<file path="config.mk">
export PLATFORM = sky130hd
export DESIGN_NAME = tft_init_sequencer
export DESIGN_NICKNAME = d
export VERILOG_FILES = /design/src/rtl/tft_init_sequencer.sv
export SDC_FILE = /design/constraint.sdc
export NUM_CORES = 1
export LEC_CHECK = 0
export CAP_MARGIN = 30
export CORE_MARGIN = 5
export CORE_UTILIZATION = 66
export DETAILED_ROUTE_END_ITERATION = 10
export PLACE_DENSITY = 0.95
export SYNTH_ARGS = -nofsm -noshare
export SYNTH_HDL_FRONTEND = slang
export SYNTH_SLANG_ARGS = --single-unit
</file>
<file path="constraint.sdc">
create_clock -name clk -period 14.47 [get_ports clk]
set_input_delay 2.894 -clock clk [delete_from_list [all_inputs] [get_ports clk]]
set_output_delay 2.894 -clock clk [all_outputs]
set_load 0.01 [all_outputs]
</file>
<file path="src/rtl/tft_init_sequencer.sv">
// TFT panel bring-up sequencer: drives the panel reset, replays a fixed command ROM
// through a byte-wide SPI engine, then forwards user bytes once the panel is initialised.
module tft_init_sequencer #(
   parameter int unsigned RST_LOW_CYC  = 16,
   parameter int unsigned RST_WAIT_CYC = 64,
   parameter int unsigned DLY_UNIT_CYC = 1000
) (
   input  logic       clk,
   input  logic       rst_n,
   input  logic       init_start,
   input  logic       spi_ready,
   output logic       spi_start,
   output logic [7:0] spi_data,
   output logic       spi_dc,
   output logic       lcd_reset_n,
   output logic       busy,
   output logic       init_done,
   input  logic       usr_valid,
   input  logic [7:0] usr_data,
   input  logic       usr_dc,
   output logic       usr_ready
);

   typedef enum logic [3:0] {
      S_IDLE,
      S_RST_LOW,
      S_RST_WAIT,
      S_FETCH,
      S_SEND,
      S_WAIT_ACK,
      S_WAIT_DONE,
      S_DELAY,
      S_READY
   } state_t;

   localparam logic [1:0] T_CMD  = 2'd0;
   localparam logic [1:0] T_DATA = 2'd1;
   localparam logic [1:0] T_DLY  = 2'd2;
   localparam logic [1:0] T_END  = 2'd3;

   // Entry format {type[1:0], val[7:0]}; unused slots are END.
   function automatic logic [9:0] rom_entry(input logic [3:0] idx);
      logic [9:0] e;
      case (idx)
         4'd0:    e = {T_CMD,  8'h01};
         4'd1:    e = {T_DLY,  8'd150};
         4'd2:    e = {T_CMD,  8'h11};
         4'd3:    e = {T_DLY,  8'd255};
         4'd4:    e = {T_CMD,  8'h3A};
         4'd5:    e = {T_DATA, 8'h05};
         4'd6:    e = {T_CMD,  8'h36};
         4'd7:    e = {T_DATA, 8'hC8};
         4'd8:    e = {T_CMD,  8'h29};
         4'd9:    e = {T_DLY,  8'd100};
         default: e = {T_END,  8'h00};
      endcase
      return e;
   endfunction

   function automatic logic [3:0] idx_sat_inc(input logic [3:0] idx);
      return (idx == 4'd15) ? idx : idx + 4'd1;
   endfunction

   state_t      state_q, state_d;
   logic [3:0]  idx_q, idx_d;
   logic [31:0] cnt_q, cnt_d;
   logic [7:0]  data_q, data_d;
   logic        dc_q, dc_d;
   logic        busy_q, busy_d;
   logic        done_q, done_d;
   logic        usr_q, usr_d;

   logic [9:0]  entry;
   logic [1:0]  ent_type;
   logic [7:0]  ent_val;
   logic [31:0] dly_prod;
   logic        launch;
   logic [7:0]  launch_data;
   logic        launch_dc;
   logic        usr_acc;

   assign entry    = rom_entry(idx_q);
   assign ent_type = entry[9:8];
   assign ent_val  = entry[7:0];
   // 255 * DLY_UNIT_CYC must fit in 32 bits, so widen val before multiplying.
   assign dly_prod = {24'd0, ent_val} * DLY_UNIT_CYC;

   always_ff @(posedge clk or negedge rst_n) begin
      if (!rst_n) begin
         state_q <= S_IDLE;
         idx_q   <= 4'd0;
         cnt_q   <= 32'd0;
         data_q  <= 8'h00;
         dc_q    <= 1'b0;
         busy_q  <= 1'b0;
         done_q  <= 1'b0;
         usr_q   <= 1'b0;
      end else begin
         state_q <= state_d;
         idx_q   <= idx_d;
         cnt_q   <= cnt_d;
         data_q  <= data_d;
         dc_q    <= dc_d;
         busy_q  <= busy_d;
         done_q  <= done_d;
         usr_q   <= usr_d;
      end
   end

   always_comb begin
      state_d     = state_q;
      idx_d       = idx_q;
      cnt_d       = cnt_q;
      data_d      = data_q;
      dc_d        = dc_q;
      busy_d      = busy_q;
      done_d      = done_q;
      usr_d       = usr_q;
      launch      = 1'b0;
      launch_data = data_q;
      launch_dc   = dc_q;
      usr_acc     = 1'b0;

      case (state_q)
         S_IDLE: begin
            if (init_start) begin
               state_d = S_RST_LOW;
               busy_d  = 1'b1;
               done_d  = 1'b0;
               idx_d   = 4'd0;
               cnt_d   = RST_LOW_CYC;
            end
         end
         S_RST_LOW: begin
            if (cnt_q <= 32'd1) begin
               state_d = S_RST_WAIT;
               cnt_d   = RST_WAIT_CYC;
            end else begin
               cnt_d = cnt_q - 32'd1;
            end
         end
         S_RST_WAIT: begin
            if (cnt_q <= 32'd1) begin
               state_d = S_FETCH;
               cnt_d   = 32'd0;
            end else begin
               cnt_d = cnt_q - 32'd1;
            end
         end
         S_FETCH: begin
            // The last slot doubles as a terminator so a ROM without END still finishes.
            if (ent_type == T_END || idx_q == 4'd15) begin
               state_d = S_READY;
               busy_d  = 1'b0;
               done_d  = 1'b1;
            end else if (ent_type == T_DLY) begin
               state_d = S_DELAY;
               cnt_d   = dly_prod;
            end else begin
               state_d = S_SEND;
            end
         end
         S_SEND: begin
            if (spi_ready) begin
               launch      = 1'b1;
               launch_data = ent_val;
               launch_dc   = ent_type[0];
               data_d      = ent_val;
               dc_d        = ent_type[0];
               usr_d       = 1'b0;
               state_d     = S_WAIT_ACK;
            end
         end
         S_WAIT_ACK: begin
            if (!spi_ready) state_d = S_WAIT_DONE;
         end
         S_WAIT_DONE: begin
            if (spi_ready) begin
               if (usr_q) begin
                  state_d = S_READY;
               end else begin
                  idx_d   = idx_sat_inc(idx_q);
                  state_d = S_FETCH;
               end
            end
         end
         S_DELAY: begin
            // A zero-length delay still spends its single cycle here.
            if (cnt_q <= 32'd1) begin
               cnt_d   = 32'd0;
               idx_d   = idx_sat_inc(idx_q);
               state_d = S_FETCH;
            end else begin
               cnt_d = cnt_q - 32'd1;
            end
         end
         S_READY: begin
            if (init_start) begin
               state_d = S_RST_LOW;
               busy_d  = 1'b1;
               done_d  = 1'b0;
               idx_d   = 4'd0;
               cnt_d   = RST_LOW_CYC;
            end else if (usr_valid && spi_ready) begin
               usr_acc     = 1'b1;
               launch      = 1'b1;
               launch_data = usr_data;
               launch_dc   = usr_dc;
               data_d      = usr_data;
               dc_d        = usr_dc;
               usr_d       = 1'b1;
               state_d     = S_WAIT_ACK;
            end
         end
         default: state_d = S_IDLE;
      endcase
   end

   assign spi_start   = launch;
   assign spi_data    = launch_data;
   assign spi_dc      = launch_dc;
   assign usr_ready   = usr_acc;
   // Panel stays in reset from power-up until the first sequence leaves RST_LOW.
   assign lcd_reset_n = !(state_q == S_IDLE || state_q == S_RST_LOW);
   assign busy        = busy_q;
   assign init_done   = done_q;

endmodule

</file>
==> reports/results.ini, run 1 <==
[status]
outcome = completed

[floorplan]
die_h_um = 94.4
die_x_um = 94.4
initial_core_util_pct = 68.5
ios = 28
rows = 30
die_area_um2 = 8920
core_um2 = 6870

[global_route]
grt_max_degree = 53
grt_usage_pct = 27.8
grt_overflow = 0
grt_pass1_wl_mm = 20.0
antenna_found_initial = 0
grt_pass1_vias = 4243

[synthesis]
ys_warn_count = 0
ys_seq_area_share_pct = 27.7
synth.avg_cell_area_um2 = 8.90
synthArstFlopShare_pct = 100
synth-seq-cells = 52
netlist_area_um2 = 4710
synth_nets = 609
synth-edff-count = 0
ys.flop_type = dfrtp_1
synthCells = 529
synth_cell_types = 63

[sta]
maxSlewViolCount = 0
rsz0062_at_grt = no
relSlewSlack_pct = 36.7
max_freq_mhz = 121
finalCritPeriodShare_pct = 57.2
finalSetupTns_ps = 0
setup_viol = 0
hold_viol = 0
holdWs_ps = 517
period_needed_ps = 8270
worst_pin_slew_ps = 942
skew_ps = 14.5

[clock_network]
h-tree-depth = 2
clkLatencyLatePin_ps = 310
path_clk_slew_ps = 100
cts.hold.buffers_added = 0
cts_sinks = 52
ctsResizeCount = 0
cts_buffers = 5
cts_root_buf = clkbuf_8
clockBufferDepth = 2
cts_tree = yes
cts_setup_buffers = 0

[critical_path]
slowest_delay_ps = 680
r2r_slack_ps = 8490
cp.depth = 7
path_buf_inv = 3
worst_setup_path_start_kind = primary input
crit_arrival_ps = 5380
end_kind = output port
critical_path.top_delay_family = buffers and inverters
r2r_end = cnt_q[15]
crit_required_ps = 11580
worstReg2RegStart = idx_q[0]
cpMostUsedCell = clkdlybuf4s50_1
ff2ff_path_depth = 17
crit_fanout = 10
path_class = primary input to output port
path_cells = clkdlybuf4s50_1, nand2b_1, nor3b_1, o211ai_1, a222oi_1, inv_1, clkdlybuf4s50_1
cpMaxStageDelayCell = o211ai_1

[placement]
port_buffers = 27
dp_hpwl_mm = 8.42
gp_congestion = 0.904

[finish]
mostFrequentLayoutCell = inv_1
drive_gt1_share_pct = 5.13
area_delta_synth_final_pct = 8.80
final_nets = 625
layout_common_cells = 56 x inv_1, 52 x dfrtp_1, 49 x nor2_1
antenna_cells = 0
fillers = 462

[drt]
firstDrtPassIters = 5
drt-initial-drc-count = 330
drt-vias-per-instance = 6.45
ant_nets = 0
drc = 0
wl_per_cell_um = 17.7
wl_mm = 11.4
vias = 4140

[min_path]
min_from = busy
min_to = busy
hold_path.class = flip-flop to flip-flop
holdPathStages = 2

[run]
max_cap_violations = 0

==> layout make-up <==
cell class                 instances  area (µm²)  share of cell area, %
inverter                          56         210                   4.11
multi-input combinational        399        3080                   60.1
tap                               96         120                   2.35
timing repair buffer              31         290                   5.67
clock buffer                       6        82.6                   1.61
sequential                        52        1300                   25.4
clock inverter                     2        38.8                  0.758
==> routing by layer <==
| metal | up-vias | part of all wire [%] | global-route usage (%) |
|---|---|---|---|
| met3 | 33 | 5.9 | 3.35 |
| met1 | 2015 | 41 | 35.7 |
| met4 | 0 | 3.1 | 11.7 |
| li1 | 1909 | - | - |
| met5 | - | 0 | 0 |
| met2 | 183 | 50 | 47.3 |
==> sequential cells by signal, indices dropped and copies added, names as in the netlist <==
name and count:
cnt_q 32, data_q 8, idx_q 4, state_q 4, busy 1, dc_q 1
init_done 1, usr_q 1
==> tightest hold or removal path, stage by stage, from the launching register on <==
cell,delay (ps)
dfrtp_1,350
o21ai_0,80
nand2_1,60
==> synth_stat cells, types with 8 or more instances <==
cell,count,area [µm²]
inv_1,56,210
dfrtp_1,52,1300
nor2_1,49,184
ha_1,46,576
nand2_1,36,135
o21ai_0,34,170
fa_1,20,400
xnor2_1,19,166
a21oi_1,16,80.1
nor3_1,16,80.1
nand3_1,14,70.1
nor4_1,12,75.1
xor2_1,10,87.6
clkbuf_1,8,30.0
nand2b_1,8,50.1
nor2b_1,8,50.1
==> worst max-delay path by stage <==
stage          startpoint     endpoint  slack (ps)
6_report       init_start  spi_data[0]        6200
5_1_grt        init_start  spi_data[5]        6060
4_1_cts        init_start  spi_data[5]        6280
3_5_place_dp   init_start  spi_data[5]        6290
3_3_place_gp   init_start  spi_data[2]        6210
2_1_floorplan  init_start  spi_data[0]        7590
==> per-stage QoR <==
| stage | area, µm² | worst slack (ps) | std cells | utilization (%) |
|---|---|---|---|---|
| 2_1_floorplan | 4710 | 7590 | 529 | - |
| 3_3_place_gp | 4990 | 6210 | 632 | 72.6 |
| 3_5_place_dp | 5000 | 6290 | 634 | 72.8 |
| 4_1_cts | 5120 | 6280 | 642 | 74.5 |
| 5_1_grt | 5120 | 6060 | 642 | 74.5 |
| 6_report | 5120 | 6200 | 642 | 74.5 |
==> cells by family after synthesis <==
| logic type | share of synthesized area [%] |
|---|---|
| simple gates | 20.9 |
| compound gates | 17.7 |
| buf+inv | 6.97 |
| fa+ha+maj | 20.7 |
| flops | 27.7 |
| xor+xnor | 5.40 |
| mux | 0.638 |
Power of run 1 is left out: the tool's default activity adds up to more than one toggle a clock period on the data nets, which glitch-free logic cannot reach.
==> run 2, diff against run 1 <==
--- a/config.mk
+++ b/config.mk
@@ -7,9 +7,9 @@
 export LEC_CHECK = 0
 export CAP_MARGIN = 30
 export CORE_MARGIN = 5
-export CORE_UTILIZATION = 66
+export CORE_UTILIZATION = 55
 export DETAILED_ROUTE_END_ITERATION = 10
-export PLACE_DENSITY = 0.95
+export PLACE_DENSITY = 0.86
 export SYNTH_ARGS = -nofsm -noshare
 export SYNTH_HDL_FRONTEND = slang
 export SYNTH_SLANG_ARGS = --single-unit
==> constraint.sdc (replaced) <==
create_clock -name clk -period 7.44 [get_ports clk]
set_input_delay 1.488 -clock clk [delete_from_list [all_inputs] [get_ports clk]]
set_output_delay 1.488 -clock clk [all_outputs]
set_load 0.01 [all_outputs]
==> run 2 against run 1 <==
Compared with the run above:
- critical path type is now flip-flop to flip-flop
- wire length is 3.9% lower
- global-route usage is 5.3 points lower
- first-iteration DRC count is 4.5% lower
- critical endpoint is now cnt_q[15]
- die area is 18% higher
- largest cell class unchanged
==> reports/results.ini, run 2 (synthesis results as in run 1) <==
[finish]
fin_area_um2 = 5100
regMostFlops = cnt_q
multi_input_area_um2 = 3080
antenna_cells = 0
layout_common_cells = 56 x inv_1, 52 x dfrtp_1, 49 x nor2_1
ff_latch_area_um2 = 1300
final_nets = 625
mostFrequentLayoutCell = inv_1
largestRegisters = cnt_q (32), data_q (8)
drive_gt1_share_pct = 5.13
largest_reg_flops = 32
fillers = 675
instances_no_fill = 651
area_delta_synth_final_pct = 8.38

[drt]
wl_per_cell_um = 16.8
ant_nets = 0
drc = 0
wl_mm = 10.9
firstDrtPassIters = 6
drt-vias-per-instance = 6.19
drt-initial-drc-count = 315
vias = 4027

[clock_network]
cts_buffers = 5
ctsResizeCount = 0
path_clk_slew_ps = 110
h-tree-depth = 2
cts_sinks = 52
cts.hold.buffers_added = 0
clkLatencyLatePin_ps = 320
cts_setup_buffers = 0
clockBufferDepth = 2
cts_root_buf = clkbuf_8
cts_tree = yes

[critical_path]
slowest_delay_ps = 570
crit_fanout = 11
cp-startpoint = idx_q[0]
crit_arrival_ps = 5810
r2r_slack_ps = 1840
worstSetupEndpoint = cnt_q[15]
r2r_end = cnt_q[15]
crit_required_ps = 7650
path_cells = inv_1, ha_1, inv_1, a21boi_0, o21ai_0, inv_1, fa_1, fa_1, fa_1, inv_1, fa_1, ha_1, a21oi_1, o211ai_1, a41oi_1, xnor2_1, a221o_1
ff2ff_path_depth = 17
cpMaxStageDelayCell = dfrtp_1
path_class = flip-flop to flip-flop
end_kind = flip-flop
worst_setup_path_start_kind = flip-flop
worstReg2RegStart = idx_q[0]

[sta]
skew_ps = 13.2
max_freq_mhz = 178
finalSetupTns_ps = 0
setup_viol = 0
maxSlewViolCount = 0
hold_viol = 0
worst_pin_slew_ps = 921
relSlewSlack_pct = 38.4
finalCritPeriodShare_pct = 75.3
layout_setup_ws_ps = 1840
period_needed_ps = 5600
rsz0062_at_grt = no

[global_route]
grt_max_degree = 53
antenna_found_initial = 0
grt_pass1_vias = 3950
grt_pass1_wl_mm = 19.0
grt_overflow = 0
grt_usage_pct = 22.4

[floorplan]
die_h_um = 103
rows = 33
core_um2 = 8260
initial_core_util_pct = 57.0
ios = 28
die_x_um = 103
die_area_um2 = 10500

[placement]
dp_hpwl_mm = 8.22
pre_cts_ws_ps = 1920
port_buffers = 27
place_area_um2 = 5010
placed_cells = 643
gp_congestion = 0.831

[run]
max_cap_violations = 0

[status]
outcome = completed

[min_path]
hold_path.class = flip-flop to flip-flop

==> run 2: cell types whose count changed in the layout (fill, tap and decap cells not counted) <==
cell	delta
bufinv_16	-1
clkinvlp_4	+1
clkinv_2	+1
clkbuf_8	-1
inv_6	+1
clkinv_4	-1
==> run 2: per-stage QoR <==
| stage | hold WS [ps] | util [%] |
|---|---|---|
| after global routing | 540 | 61.8 |
| after global placement | 478 | 60.5 |
| final | 499 | 61.8 |
| after CTS | 508 | 61.8 |
| after detailed placement | 484 | 60.7 |
| after floorplan | 467 | - |
==> run 2: critical path: cells and delay by family, from the launching register on <==
family                     cells  cell delay [ps]
AOI/OAI and AO/OA              6             1580
buffers and inverters          4              520
DFF                            1              570
adders and majority gates      6             2720
xor gates and xnor gates       1              110
==> run 2: area by class of cell <==
cell class,count,share of cell area [%]
Clock buffer,5,1.35
Clock inverter,3,0.417
Inverter,56,4.12
Multi-Input combinational cell,399,60.3
Sequential cell,52,25.5
Tap cell,105,2.58
Timing Repair Buffer,31,5.69
==> run 2: how the worst min path moves through the flow <==
| stage | start | end | slack, ps | cells after the start |
|---|---|---|---|---|
| after global routing | data_q[4] | data_q[4] | 540 | 1 |
| after floorplan | cnt_q[8] | cnt_q[8] | 470 | 1 |
| after detailed placement | init_done | init_done | 480 | 1 |
| after CTS | init_done | init_done | 510 | 1 |
| final | init_done | init_done | 500 | 1 |
| after global placement | init_done | init_done | 480 | 1 |
==> run 2: routing by layer <==
layer	global-route usage [%]	wire length (µm)	vias to the layer above
met5	0	0	-
met4	6.26	174	0
met3	2.77	605	18
met2	37.5	5270	141
met1	30.8	4890	1961
li1	-	-	1907
Power of run 2 is left out for the same reason.
